<file path="config.mk">
export PLATFORM = sky130hd
export DESIGN_NAME = pll_reset_sequencer
export DESIGN_NICKNAME = d
export VERILOG_FILES = /design/src/rtl/pll_rst_pkg.sv /design/src/rtl/bit_sync.sv /design/src/rtl/pll_reset_sequencer.sv
export SDC_FILE = /design/constraint.sdc
export NUM_CORES = 1
export LEC_CHECK = 0
export ABC_CLOCK_PERIOD_IN_PS = 2050
export CAP_MARGIN = 40
export CELL_PAD_IN_SITES_DETAIL_PLACEMENT = 1
export CELL_PAD_IN_SITES_GLOBAL_PLACEMENT = 2
export CORE_UTILIZATION = 30
export CTS_BUF_LIST = sky130_fd_sc_hd__clkbuf_4
export CTS_CLUSTER_DIAMETER = 200
export CTS_CLUSTER_SIZE = 30
export DETAILED_ROUTE_END_ITERATION = 6
export GPL_TIMING_DRIVEN = 0
export PLACE_DENSITY = 0.66
export SETUP_SLACK_MARGIN = 0.2
export SLEW_MARGIN = 10
export SYNTH_ARGS = -nofsm -noshare
export SYNTH_HDL_FRONTEND = slang
export SYNTH_SLANG_ARGS = --single-unit
</file>
<file path="constraint.sdc">
create_clock -name clk -period 2.05 [get_ports clk]
set_clock_uncertainty 0.2 [all_clocks]
set_input_delay 0.205 -clock clk [delete_from_list [all_inputs] [get_ports clk]]
set_output_delay 0.205 -clock clk [all_outputs]
set_load 0.05 [all_outputs]
</file>
<file path="src/rtl/pll_rst_pkg.sv">
// Shared types and defaults for the PLL-lock driven core reset sequencer.
package pll_rst_pkg;

  typedef enum logic [1:0] {
    ST_WAIT_LOCK = 2'd0,
    ST_HOLD      = 2'd1,
    ST_RUN       = 2'd2,
    ST_SW_RST    = 2'd3
  } pll_state_e;

  localparam int unsigned DEF_SYNC_STAGES      = 32'd2;
  localparam int unsigned DEF_LOCK_HOLD_CYCLES = 32'd1024;
  localparam int unsigned DEF_LOSS_FILTER      = 32'd4;
  localparam int unsigned DEF_SW_RST_CYCLES    = 32'd16;
  localparam int unsigned DEF_CNT_W            = 32'd8;

  // Width of a counter that must reach n-1; never narrower than one bit.
  function automatic int unsigned cnt_width(input int unsigned n);
    return (n <= 32'd1) ? 32'd1 : $clog2(n);
  endfunction

endpackage

</file>
<file path="src/rtl/bit_sync.sv">
// Generic multi-flop synchronizer for a single asynchronous level signal.
module bit_sync #(
  parameter int unsigned STAGES = 32'd2
) (
  input  logic clk,
  input  logic rst_n,
  input  logic d,
  output logic q
);

  logic [STAGES-1:0] sync_r;

  // Shift the asynchronous input through the flop chain.
  always_ff @(posedge clk or negedge rst_n) begin
    if (!rst_n) begin
      sync_r <= '0;
    end else begin
      sync_r <= {sync_r[STAGES-2:0], d};
    end
  end

  assign q = sync_r[STAGES-1];

endmodule

</file>
<file path="src/rtl/pll_reset_sequencer.sv">
// Holds the core in reset until PLL lock is qualified; re-asserts on filtered
// lock loss or software request, and counts lock-loss events.
module pll_reset_sequencer
  import pll_rst_pkg::*;
#(
  parameter int unsigned SYNC_STAGES      = DEF_SYNC_STAGES,
  parameter int unsigned LOCK_HOLD_CYCLES = DEF_LOCK_HOLD_CYCLES,
  parameter int unsigned LOSS_FILTER      = DEF_LOSS_FILTER,
  parameter int unsigned SW_RST_CYCLES    = DEF_SW_RST_CYCLES,
  parameter int unsigned CNT_W            = DEF_CNT_W
) (
  input  logic             clk,
  input  logic             rst_n,
  input  logic             locked_in,
  input  logic             sw_reset_req,
  output logic             sys_rst_n,
  output logic             lock_lost,
  output logic [CNT_W-1:0] lock_lost_cnt,
  output logic [1:0]       state
);

  localparam int unsigned HOLD_W = cnt_width(LOCK_HOLD_CYCLES);
  localparam int unsigned LOSS_W = cnt_width(LOSS_FILTER);
  localparam int unsigned SW_W   = cnt_width(SW_RST_CYCLES);

  localparam logic [HOLD_W-1:0] HOLD_LAST = HOLD_W'(LOCK_HOLD_CYCLES - 32'd1);
  localparam logic [LOSS_W-1:0] LOSS_LAST = LOSS_W'(LOSS_FILTER - 32'd1);
  localparam logic [SW_W-1:0]   SW_LAST   = SW_W'(SW_RST_CYCLES - 32'd1);
  localparam logic [CNT_W-1:0]  CNT_MAX   = {CNT_W{1'b1}};

  logic              lock_sync_s;
  pll_state_e        state_r;
  logic [HOLD_W-1:0] hold_cnt_r;
  logic [LOSS_W-1:0] loss_cnt_r;
  logic [SW_W-1:0]   sw_cnt_r;
  logic              sys_rst_n_r;
  logic              lock_lost_r;
  logic [CNT_W-1:0]  lock_lost_cnt_r;

  bit_sync #(
    .STAGES (SYNC_STAGES)
  ) u_lock_sync (
    .clk   (clk),
    .rst_n (rst_n),
    .d     (locked_in),
    .q     (lock_sync_s)
  );

  // Sequencer FSM with its counters and registered outputs.
  always_ff @(posedge clk or negedge rst_n) begin
    if (!rst_n) begin
      state_r         <= ST_WAIT_LOCK;
      hold_cnt_r      <= '0;
      loss_cnt_r      <= '0;
      sw_cnt_r        <= '0;
      sys_rst_n_r     <= 1'b0;
      lock_lost_r     <= 1'b0;
      lock_lost_cnt_r <= '0;
    end else begin
      lock_lost_r <= 1'b0;
      case (state_r)
        ST_WAIT_LOCK: begin
          sys_rst_n_r <= 1'b0;
          hold_cnt_r  <= '0;
          loss_cnt_r  <= '0;
          sw_cnt_r    <= '0;
          if (lock_sync_s) begin
            state_r <= ST_HOLD;
          end else begin
            state_r <= ST_WAIT_LOCK;
          end
        end
        ST_HOLD: begin
          loss_cnt_r <= '0;
          sw_cnt_r   <= '0;
          if (!lock_sync_s) begin
            state_r     <= ST_WAIT_LOCK;
            hold_cnt_r  <= '0;
            sys_rst_n_r <= 1'b0;
          end else if (hold_cnt_r == HOLD_LAST) begin
            state_r     <= ST_RUN;
            hold_cnt_r  <= '0;
            sys_rst_n_r <= 1'b1;
          end else begin
            hold_cnt_r  <= hold_cnt_r + HOLD_W'(1);
            sys_rst_n_r <= 1'b0;
          end
        end
        ST_RUN, ST_SW_RST: begin
          hold_cnt_r <= '0;
          // The loss filter runs in both states and outranks any sw request.
          if (!lock_sync_s && (loss_cnt_r == LOSS_LAST)) begin
            state_r     <= ST_WAIT_LOCK;
            sys_rst_n_r <= 1'b0;
            lock_lost_r <= 1'b1;
            loss_cnt_r  <= '0;
            sw_cnt_r    <= '0;
            if (lock_lost_cnt_r != CNT_MAX) begin
              lock_lost_cnt_r <= lock_lost_cnt_r + CNT_W'(1);
            end else begin
              lock_lost_cnt_r <= lock_lost_cnt_r;
            end
          end else begin
            if (lock_sync_s) begin
              loss_cnt_r <= '0;
            end else begin
              loss_cnt_r <= loss_cnt_r + LOSS_W'(1);
            end
            if (state_r == ST_RUN) begin
              if (sw_reset_req) begin
                state_r     <= ST_SW_RST;
                sw_cnt_r    <= '0;
                sys_rst_n_r <= 1'b0;
              end else begin
                state_r     <= ST_RUN;
                sys_rst_n_r <= 1'b1;
              end
            end else if (sw_cnt_r == SW_LAST) begin
              state_r     <= ST_WAIT_LOCK;
              sw_cnt_r    <= '0;
              sys_rst_n_r <= 1'b0;
            end else begin
              sw_cnt_r    <= sw_cnt_r + SW_W'(1);
              sys_rst_n_r <= 1'b0;
            end
          end
        end
        default: begin
          state_r     <= ST_WAIT_LOCK;
          hold_cnt_r  <= '0;
          loss_cnt_r  <= '0;
          sw_cnt_r    <= '0;
          sys_rst_n_r <= 1'b0;
        end
      endcase
    end
  end

  assign sys_rst_n     = sys_rst_n_r;
  assign lock_lost     = lock_lost_r;
  assign lock_lost_cnt = lock_lost_cnt_r;
  assign state         = state_r;

endmodule

</file>
# == Yosys cells after proc, flatten, opt, wreduce, memory -nomap -nowiden ==
# Index checks and enable logic that the tools add are counted.
# op_classes
add_sub_neg,4
n_eq_ne,10
n_mux,27
reduce_logical,8
# ops
op,count
$mux 10,2
$pmux 10 s2,1
$mux 4,4
$mux 2,7
$add 10x1->10 const B,1
$eq 10x10->1 const B,1
$mux 1,9
$add 8x1->8 const B,1
$ne 4x4->1 const B,2
$ne 8x8->1 const B,1
$pmux 4 s2,1
$eq 2x2->1 const B,3
$pmux 2 s3,1
$add 4x1->4 const B,1
$eq 4x4->1 const B,1
$pmux 2 s2,1
$reduce_or 2->1,2
$ne 3x3->1 const B,1
$pmux 1 s3,1
$reduce_and 3->1,1
$reduce_or 3->1,1
$add 2x1->2 const B,1
$eq 2x1->1 const B,1
$logic_not 2->1,1
3 further kinds,3
# totals
register_bits,30
input_bits,4
out_inout_bits,12
word_cells,57

# == Logic depth before layout (Yosys ltp) ==
# Gate-level depths: netlist of run 1.
# depth
ltp_word,5
depth_mapped,6
mapped_depth_nobuf,5

# == Modules after synthesis ==
# Synthesis of run 1 repeated with hierarchy kept, for this count alone.
# hier_totals
hier_cells,125
hier_area_um2,1347.5
# modules_own_cells
mod,n_inst,cells_each,area_each_um2,seq_area_each_um2
pll_reset_sequencer,1,123,1297.5,700.7
bit_sync,1,2,50.0,50.0

# == Worst setup path after synthesis of run 1 ==
# No wires, ideal clock.
# synth_path
path_type,reg2reg
startpoint,"register state_r[1], in the netlist state[1]"
endpoint,"register lock_lost_cnt_r[7], in the netlist lock_lost_cnt[7]"
setup_ns,0.125
arrival_ns,1.627
required_time_ns,1.725
slack_ns,0.098
path_stages_with_launch,7
n_path_buf,2
synth_period_minus_slack_ns,1.952
cell_sequence,dfrtp_1 buf_4 and3b_1 buf_2 nand3_1 nor2_1 mux2_2
# synth_via
elab_chain_len,3
elab_cells_between_ends,4
classes_between,2 x eq/ne; 2 x reduce/logical
# synth_rtl
element,line,rtl
from (decl),pll_reset_sequencer.sv:32,pll_state_e state_r;
from (signal assigned),pll_reset_sequencer.sv:52,state_r <= ST_WAIT_LOCK;
from (signal assigned),pll_reset_sequencer.sv:68,state_r <= ST_HOLD;
from (signal assigned),pll_reset_sequencer.sv:70,state_r <= ST_WAIT_LOCK;
$eq 2x2->1,pll_reset_sequencer.sv:61,case (state_r)
$reduce_or 2->1 *,pll_reset_sequencer.sv:61,
$reduce_and 3->1 (no source line) *,n/a,
to (signal assigned),pll_reset_sequencer.sv:99,lock_lost_cnt_r <= lock_lost_cnt_r + CNT_W'(1);
to (signal assigned),pll_reset_sequencer.sv:101,lock_lost_cnt_r <= lock_lost_cnt_r;
to (decl),pll_reset_sequencer.sv:38,logic [CNT_W-1:0] lock_lost_cnt_r;
# Every way passes the cells marked *; elsewhere a longest branch is shown, timed or not.
# A chain may end at the register's enable or synchronous reset.

# == Worst setup path in the final report of run 1 ==
# layout_path
startpoint,"register lock_lost_cnt_r[2], in the netlist lock_lost_cnt[2]"
endpoint,output port lock_lost_cnt[2]
# layout_rtl
element,line,rtl
to (decl),pll_reset_sequencer.sv:18,"output logic [CNT_W-1:0] lock_lost_cnt,"
# No word-level cell between the ends.

==> results of run 1 <==
## final timing paths
path	start	end	slack, ns
setup / recovery	lock_lost_cnt[2]$_DFFE_PN0P_	lock_lost_cnt[2]	0.31
hold / removal	locked_in	u_lock_sync.sync_r[0]$_DFF_PN0_	0.13
setup reg to reg	loss_cnt_r[0]$_DFF_PN0_	lock_lost_cnt[7]$_DFFE_PN0P_	0.31
hold reg to reg	u_lock_sync.sync_r[0]$_DFF_PN0_	u_lock_sync.sync_r[1]$_DFF_PN0_	0.16
max in group asynchronous	rst_n	state[1]$_DFFE_PN0P_	0.91
min in group asynchronous	rst_n	hold_cnt_r[7]$_DFF_PN0_	0.25
## power by group
part	switching, mW	internal [mW]	leakage (nW)	total, mW
Combinational	0.0375	0.0191	0.350	0.0566
Clock	0.207	0.142	0.0331	0.349
Sequential	0.00968	0.599	0.407	0.609
## Yosys cell counts (all sizes together) (4+ instances only)
cell | count | area (µm²)
ha | 4 | 50.1
nand2 | 15 | 58.8
nor2 | 13 | 48.8
nand4 | 5 | 31.3
o21ai | 6 | 33.8
nand3 | 10 | 50.1
xor2 | 6 | 52.6
dfrtp | 30 | 751
a21oi | 5 | 25.0
## flip-flops by register name, summed over array words and instances (netlist names)
register            flops
sys_rst_n               1
state                   2
sw_cnt_r                4
lock_lost               1
u_lock_sync.sync_r      2
loss_cnt_r              2
hold_cnt_r             10
lock_lost_cnt           8
## kinds of logic (layout without fill, tap and decap cells)
| group | after synthesis | count (layout) | share of synthesized area (%) |
|---|---|---|---|
| compound gates | 17 | 17 | 7.82 |
| xor+xnor | 9 | 9 | 5.60 |
| fa+ha+maj | 4 | 4 | 3.56 |
| buf+inv | 6 | 31 | 1.96 |
| flops | 30 | 30 | 53.3 |
| mux | 4 | 4 | 3.11 |
| simple gates | 64 | 64 | 24.6 |
## metal layers
metal / wire, µm / up-vias / GRT usage, %
met3: 83 / 5 / 3.03
met5: 0 / - / 0
met2: 1240 / 14 / 20.6
met4: 48 / 0 / 6.80
met1: 1500 / 500 / 17.7
li1: - / 521 / -
## through the flow
step / instances / instance area, µm² / util (%) / total power, mW / hold slack (ns)
floorplan: 134 / 1410 / - / 0.646 / -0.291
global placement: 201 / 1630 / 36.6 / 0.677 / 0.134
detailed placement: 201 / 1620 / 36.5 / 0.677 / 0.0975
CTS: 210 / 1670 / 37.6 / 1.04 / 0.114
global route: 211 / 1690 / 38.1 / 1.07 / 0.123
finish: 211 / 1690 / 38.1 / 1.01 / 0.134
## cell usage in the layout (no fill, tap or decap), types with 2 or more instances in the layout
cell,instances
a21oi_1,5
xnor2_1,3
nand4_1,5
clkdlybuf4s50_1,2
clkbuf_4,6
o21ai_0,5
nor2b_1,3
dlygate4sd2_1,12
nand3_1,10
buf_2,2
nand2b_1,3
xor2_1,6
ha_1,3
nand2_1,14
mux2_2,3
nor2_1,13
and3_1,2
nand4b_1,2
buf_4,2
dfrtp_1,27
inv_1,3
dfrtp_2,3
## area by class of cell
type / instances / area, µm²
Tap cell: 52 / 65.1
Clock buffer: 6 / 45.0
Buffer: 3 / 17.5
Sequential cell: 30 / 754
Multi-Input combinational cell: 98 / 642
Fill cell: 525 / 2750
Clock inverter: 2 / 8.76
Inverter: 3 / 11.3
Timing Repair Buffer: 17 / 148
## repair_timing
item,in CTS,in global routing
resized for setup,12,4
setup buffers,0,1
hold buffers,1,0
hold endpoints to repair,30,0
cloned,0,0
endpoints found under the setup margin,12,3
==> results.yml, run 1 <==
yosys:
  ys_ff_latch: 30
  seq_area_frac_synth_pct: 53.3
  synth_ff_type: "dfrtp_1"
  syn_area_um2: 1410
  yosys_warnings: 0
  synth_edf_count: 0
  avgSynthCellArea_um2: 10.5
  synthesis.nets: 142
  syn-instance-count: 134
  synth_cell_types: 39
  synthArstFlopShare_pct: 100
detailed_routing:
  drtPass1Iterations: 6
  routedWlPerCell_um: 13.6
  ant_nets: 0
  drt_wl_total_um: 2870
  vias: 1040
  drc_errors: 5
  viasPerCell: 4.93
  first_iter_violations: 43
outcome:
  status: "complete, but fails checks"
  failed_checks: "DRC"
grt:
  grt_use_total_pct: 13.4
  overflow: 0
  grt_max_degree: 31
  antenna_found_initial: 0
  grt_pass1_wl_um: 5210
  grt_pass1_vias: 1110
min_path:
  hold_path_class: "input pin to flip-flop"
  min_path_cells: 1
critical_path:
  critical_path_required_ns: 1.64
  path_cells: "dlygate4sd2_1"
  reg2regPathDepth: 6
  cpMaxStageDelayCell: "dlygate4sd2_1"
  critical_path_class: "flip-flop to output port"
  path_depth: 1
  worstSetupStartpointType: "flip-flop"
  cp_num_buf_inv: 1
  cpPeakStageDelay_ns: 0.56
  path_max_fanout: 6
  critical_path_arrival_ns: 1.34
  endpoint_kind: "output port"
  path_delay_family: "buffers and inverters"
clocking:
  clk_pin_slew_ns: 0.09
  clk_path_buf_depth: 2
  cts.htree.levels: 2
  cts_tree: "yes"
  insertion_delay_ns: 0.32
  clkSinkCount: 30
  root_buffer: "clkbuf_4"
  cts_buffers: 5
place:
  dpl_worst_slack_ns: 0.288
  hpwl_um: 2030
  portBuffers: 15
  place_congestion: 0.730
timing:
  drv_slew: 0
  grt_setup_unrepaired: "true"
  relSlewSlack_pct: 54.0
  fin_crit_sh_pct: 85.1
  setup_ws_ns: 0.305
  fmax_ghz: 0.573
  tns_ns: 0
  tightestPinTransition_ns: 0.690
  period_minus_slack_ns: 1.74
  setup_viol: 0
  hold_viol: 0
floorplan:
  start_util_pct: 31.7
  die_w_um: 70.5
  fp-row-count: 24
  dieArea_um2: 4970
  core_area_um2: 4440
  ios: 16
  fp.dieH_um: 70.5
power_and_ir_drop:
  leakage_nw: 0.790
  ir_drop_mv: 0.257
  p_per_area_nw_per_um2: 600
final_layout:
  synthToLayoutAreaGrowth_pct: 20.2
  antenna_cells: 0
  final_nets: 166
  drive_above_1_share_pct: 15.7
flow_run:
  cap_violations: 0
No activity file was read; power rests on OpenSTA's default activity.
==> inputs of run 2 (changes only) <==
- SYNTH_HIERARCHICAL: not set -> 1
==> results.yml, run 2 <==
final_layout:
  fillers: 500
  regMostFlops: "hold_cnt_r"
  synthToLayoutAreaGrowth_pct: 19.9
  final_core_util_pct: 37.4
  mostFrequentLayoutCells: "28 x dfrtp_1, 14 x nor2_1, 11 x dlygate4sd2_1, 9 x nand3_1, 9 x a21oi_1"
  layout_commonest_cell: "dfrtp_1"
  final_area_um2: 1620
  largest_reg_flops: 10
  drive_above_1_share_pct: 12.1
  antenna_cells: 0
  final_nets: 156
timing:
  tightestPinTransition_ns: 0.684
  drv_slew: 0
  fmax_ghz: 0.578
  hold_viol: 0
  setup_viol: 0
  grt_setup_unrepaired: "false"
  relSlewSlack_pct: 54.4
  fin_crit_sh_pct: 84.4
  period_minus_slack_ns: 1.73
yosys:
  syn-instance-count: 125
  synthesis.nets: 133
  yosysTopAreaCell: "dfrtp_1"
  seq_area_frac_synth_pct: 55.7
  synth_ff_type: "dfrtp_1"
  avgSynthCellArea_um2: 10.8
  synth-xor-area-share_pct: 7.80
  synth_most_common_cell: "dfrtp_1"
  synth_common_cells: "30 x dfrtp_1, 14 x nor2_1, 9 x a21oi_1, 9 x nand3_1, 8 x xor2_1"
  yosys_warnings: 6
  synth_cell_types: 33
  synth_compound_area_share_pct: 8.26
  yosys-top-cells-area: "dfrtp_1 56%, xor2_1 5.2%, nor2_1 3.9%"
  synthAdderAreaFrac_pct: 3.71
  synth_top_family_by_area: "simple AND/OR/NAND/NOR gates"
  synthArstFlopShare_pct: 100
  syn_area_um2: 1350
  muxShareOfSynthArea_pct: 1.58
  ys_ff_latch: 30
  synth_top_area_share_pct: 55.7
  synth_edf_count: 0
  yosys.area_share.simple_pct: 21.3
place:
  place_congestion: 0.746
  place_area_um2: 1560
  portBuffers: 15
  hpwl_um: 1830
power_and_ir_drop:
  leakage_nw: 0.770
  p_per_area_nw_per_um2: 615
  ir_drop_mv: 0.289
critical_path:
  cpMaxStageDelayCell: "dfrtp_1"
  critical_path_required_ns: 2.05
  endpoint_kind: "flip-flop"
  cpPeakStageDelay_ns: 0.40
  worstSetupStartpointType: "flip-flop"
  critical_path_class: "flip-flop to flip-flop"
  critical_path_arrival_ns: 1.73
  path_cells: "ha_2 -> and3b_1 -> buf_4 -> o21ai_2 -> mux2_2"
  path_max_fanout: 9
floorplan:
  die_w_um: 69.0
  dieArea_um2: 4760
  fp-row-count: 24
  fp.dieH_um: 69.0
  ios: 16
  core_area_um2: 4320
  start_util_pct: 31.2
flow_run:
  cap_violations: 0
grt:
  grt_use_total_pct: 13.4
  grt_max_degree: 31
  overflow: 0
  grt_pass1_wl_um: 5090
  antenna_found_initial: 0
  grt_pass1_vias: 1105
clocking:
  root_buffer: "clkbuf_4"
  clkSinkCount: 30
  cts_setup_buffers: 0
  cts_tree: "yes"
  insertion_delay_ns: 0.32
  cts_buffers: 5
  cts.htree.levels: 2
  clk_path_buf_depth: 2
  clk_pin_slew_ns: 0.11
detailed_routing:
  vias: 991
  drc_errors: 0
  viasPerCell: 4.93
  first_iter_violations: 27
  drt_wl_total_um: 2630
  ant_nets: 0
  drtPass1Iterations: 2
  routedWlPerCell_um: 13.1
outcome:
  status: "finished clean"
min_path:
  hold_path_class: "input pin to flip-flop"
==> run 2: final cells by class <==
cell class	instances	area, µm²	share of cell area, %
buffer	1	7.51	0.465
clock buffer	5	37.5	2.32
clock inverter	3	16.3	1.01
inverter	4	15.0	0.930
multi-input combinational	90	584	36.2
sequential	30	753	46.6
tap	52	65.1	4.03
timing repair buffer	16	136	8.44
==> run 2: worst paths after layout <==
path | start | endpoint | slack [ns] | cells after the start
max | loss_cnt_r[0]$_DFF_PN0_ | lock_lost_cnt[1]$_DFFE_PN0P_ | 0.32 | 5
min | locked_in | u_lock_sync/sync_r[0]$_DFF_PN0_ | 0.12 | 1
max reg2reg | loss_cnt_r[0]$_DFF_PN0_ | lock_lost_cnt[1]$_DFFE_PN0P_ | 0.32 | 5
min reg2reg | u_lock_sync/sync_r[0]$_DFF_PN0_ | u_lock_sync/sync_r[1]$_DFF_PN0_ | 0.17 | 0
max in group asynchronous | rst_n | lock_lost_cnt[1]$_DFFE_PN0P_ | 0.91 | 2
min in group asynchronous | rst_n | sys_rst_n$_DFF_PN0_ | 0.25 | 2
==> run 2: critical path, delay by kind of cell (launching register included) <==
family                   cells  cell delay, ns
multiplexers                 1            0.35
AO/OA/AOI/OAI                1            0.09
AND/OR/NAND/NOR              1            0.18
flip-flops                   1            0.40
buffers and inverters        1            0.16
adder cells (fa/ha/maj)      1            0.22
==> run 2: per-layer routing <==
metal / routed length [µm] / global-route usage [%] / vias to the layer above
met1: 1240 / 16.4 / 485
met3: 79 / 4.39 / 2
met2: 1290 / 22.0 / 12
met4: 17 / 4.76 / 0
met5: 0 / 0 / -
li1: - / - / 492
==> run 2: kinds of logic (layout without fill, tap and decap cells) <==
logic type / after synthesis / in the layout
compound gates: 19 / 19
xor+xnor: 12 / 12
fa+ha+maj: 4 / 4
buf+inv: 5 / 29
flops: 30 / 30
mux: 2 / 2
simple gates: 53 / 53
==> run 2: power breakdown <==
group / switching, mW / internal [mW] / leakage (nW) / total, mW
registers: 0.00817 / 0.599 / 0.408 / 0.608
clock network: 0.208 / 0.127 / 0.0286 / 0.336
logic: 0.0353 / 0.0152 / 0.333 / 0.0506
total: 0.252 / 0.742 / 0.770 / 0.994
==> run 2: through the flow <==
step	hold WS [ns]	power [mW]	std cells	setup TNS, ns	setup WS [ns]
2_1_floorplan	-0.291	0.642	125	0	0.225
4_1_cts	0.0968	1.02	201	0	0.203
3_3_place_gp	0.143	0.673	192	-0.830	-0.132
3_5_place_dp	0.0954	0.672	192	0	0.201
5_1_grt	0.111	1.05	201	0	0.224
6_report	0.120	0.994	201	0	0.320
==> run 2: what timing repair did <==
| item | in CTS | in global routing |
|---|---|---|
| endpoints found under the hold margin | 30 | 0 |
| setup endpoints to repair | 13 | 3 |
| resized for setup | 13 | 4 |
| hold buffers | 1 | 0 |
==> inputs of run 3 (changes only) <==
- ABC_CLOCK_PERIOD_IN_PS: 2050 -> 1650
- clock period: 2.05 -> 1.65 ns (I/O delays scaled with it)
==> results.yml, run 3 (synthesis results as in run 2) <==
power_and_ir_drop:
  p_per_area_nw_per_um2: 667
  leakage_nw: 0.875
  ir_drop_mv: 0.295
detailed_routing:
  first_iter_violations: 29
  vias: 1097
  drtPass1Iterations: 4
  viasPerCell: 4.94
  routedWlPerCell_um: 14.9
  drc_errors: 0
  ant_nets: 0
  drt_wl_total_um: 3300
critical_path:
  critical_path_arrival_ns: 1.60
  critical_path_class: "flip-flop to flip-flop"
  cpPeakStageDelay_ns: 0.41
  endpoint_kind: "flip-flop"
  path_max_fanout: 4
  worstSetupStartpointType: "flip-flop"
  cpMaxStageDelayCell: "dfrtp_1"
  worstReg2RegEnd: "lock_lost_cnt[1]$_DFFE_PN0P_"
  reg2regPathDepth: 5
  r2r_slack_ns: 0.07
  path_cells: "ha_4 -> and3b_1 -> buf_6 -> o21ai_4 -> mux2_4"
  cp_num_buf_inv: 1
  r2r-start: "loss_cnt_r[0]$_DFF_PN0_"
  path_delay_family: "flip-flops"
  critical_path_required_ns: 1.66
floorplan:
  core_area_um2: 4320
  die_w_um: 69.0
  start_util_pct: 31.2
  fp-row-count: 24
  fp.dieH_um: 69.0
  dieArea_um2: 4760
  ios: 16
final_layout:
  fillers: 480
  synthToLayoutAreaGrowth_pct: 43.2
  largest_reg_flops: 10
  regMostFlops: "hold_cnt_r"
  mostFrequentLayoutCells: "20 x buf_4, 19 x dfrtp_1, 14 x nor2_1, 11 x dfrtp_2, 9 x buf_2"
  layout_commonest_cell: "buf_4"
  antenna_cells: 0
  final_area_um2: 1930
  drive_above_1_share_pct: 45.3
  final_nets: 177
flow_run:
  cap_violations: 0
grt:
  grt_pass1_vias: 1194
  antenna_found_initial: 0
  grt_max_degree: 31
  grt_pass1_wl_um: 5540
  grt_use_total_pct: 15.1
  overflow: 0
place:
  hpwl_um: 2020
  portBuffers: 15
  place_area_um2: 1630
  place_congestion: 0.691
timing:
  hold_viol: 0
  timing.hold.ws_ns: 0.0699
  period_minus_slack_ns: 1.58
  grt_setup_unrepaired: "true"
  tightestPinTransition_ns: 0.696
  drv_slew: 0
  fin_crit_sh_pct: 95.8
  tns_ns: 0
  relSlewSlack_pct: 53.6
  fmax_ghz: 0.632
  setup_viol: 0
clocking:
  clk_pin_slew_ns: 0.09
  clk_path_buf_depth: 2
  clkSinkCount: 30
  cts.htree.levels: 2
  cts_tree: "yes"
  insertion_delay_ns: 0.33
  root_buffer: "clkbuf_4"
  cts_buffers: 5
min_path:
  worstHoldStart: "locked_in"
  hold_end: "u_lock_sync/sync_r[0]$_DFF_PN0_"
  min_path_cells: 1
  hold_path_class: "input pin to flip-flop"
outcome:
  status: "finished clean"
-- run 3: changes by cell type in the layout (fill, tap and decap cells not counted), moves of 4 or more --
cell and delta:
buf_4 +19, dfrtp_2 +9, buf_2 +8, dfrtp_1 -9, dlygate4sd2_1 -11, a21oi_2 +4
a21oi_1 -4, nand3_1 -4
-- run 3: cell type report --
class | count | area (µm²) | area share, %
Timing Repair Buffer | 37 | 274 | 14.2
Inverter | 4 | 15.0 | 0.778
Multi-Input combinational cell | 90 | 746 | 38.7
Buffer | 1 | 11.3 | 0.584
Sequential cell | 30 | 764 | 39.6
Clock buffer | 6 | 45.0 | 2.33
Tap cell | 52 | 65.1 | 3.37
Clock inverter | 2 | 8.76 | 0.454
-- run 3: worst register-to-register path, delay by kind of cell, from the launching register on --
kind / cells / cell delay, ns
flip-flops: 1 / 0.41
multiplexers: 1 / 0.31
adder cells (fa/ha/maj): 1 / 0.18
AND/OR/NAND/NOR: 1 / 0.17
buffers and inverters: 1 / 0.13
AO/OA/AOI/OAI: 1 / 0.07
-- run 3: worst max-delay path by stage --
| stage | cells past startpoint | from | to | slack, ns |
|---|---|---|---|---|
| 6_report | 5 | loss_cnt_r[0]$_DFF_PN0_ | lock_lost_cnt[1]$_DFFE_PN0P_ | 0.07 |
| 5_1_grt | 5 | loss_cnt_r[0]$_DFF_PN0_ | lock_lost_cnt[1]$_DFFE_PN0P_ | 0.02 |
| 4_1_cts | 5 | loss_cnt_r[0]$_DFF_PN0_ | lock_lost_cnt[1]$_DFFE_PN0P_ | 0.06 |
| 3_5_place_dp | 5 | loss_cnt_r[0]$_DFF_PN0_ | lock_lost_cnt[1]$_DFFE_PN0P_ | 0.001 |
| 3_3_place_gp | 1 | rst_n | lock_lost_cnt[7]$_DFFE_PN0P_ | -0.49 |
| 2_1_floorplan | 4 | lock_lost_cnt[0]$_DFFE_PN0P_ | lock_lost_cnt[1]$_DFFE_PN0P_ | 0.01 |
-- run 3: per-layer routing --
layer  track usage (%)  up-vias  part of all wire (%)
met5                 0        -                     0
met4              5.44        0                   1.3
met3              4.82        6                   3.3
met2              26.8       15                    54
met1              16.8      549                    41
li1                  -      527                     -
-- run 3: power by group --
part           switching [mW]  internal, mW  total (mW)
Combinational          0.0556        0.0468       0.102
Sequential             0.0152         0.745       0.761
Clock                   0.248         0.176       0.424
-- run 3: per-stage QoR --
stage / worst slack (ns) / total power [mW] / utilization, % / cells
floorplan: 0.0146 / 0.803 / - / 125
global placement: -0.492 / 0.842 / 37.8 / 192
detailed placement: 0.00131 / 0.842 / 37.6 / 192
CTS: 0.0558 / 1.29 / 41.9 / 214
global route: 0.0223 / 1.37 / 44.6 / 222
finish: 0.0686 / 1.29 / 44.6 / 222
-- run 3: timing repair --
action / in CTS / in global routing
setup endpoints to repair: 32 / 27
gates cloned: 0 / 0
hold buffers: 1 / 0
resized for setup: 69 / 19
buffers inserted: 13 / 8
pin swaps: 8 / 6
hold endpoints to repair: 30 / 0
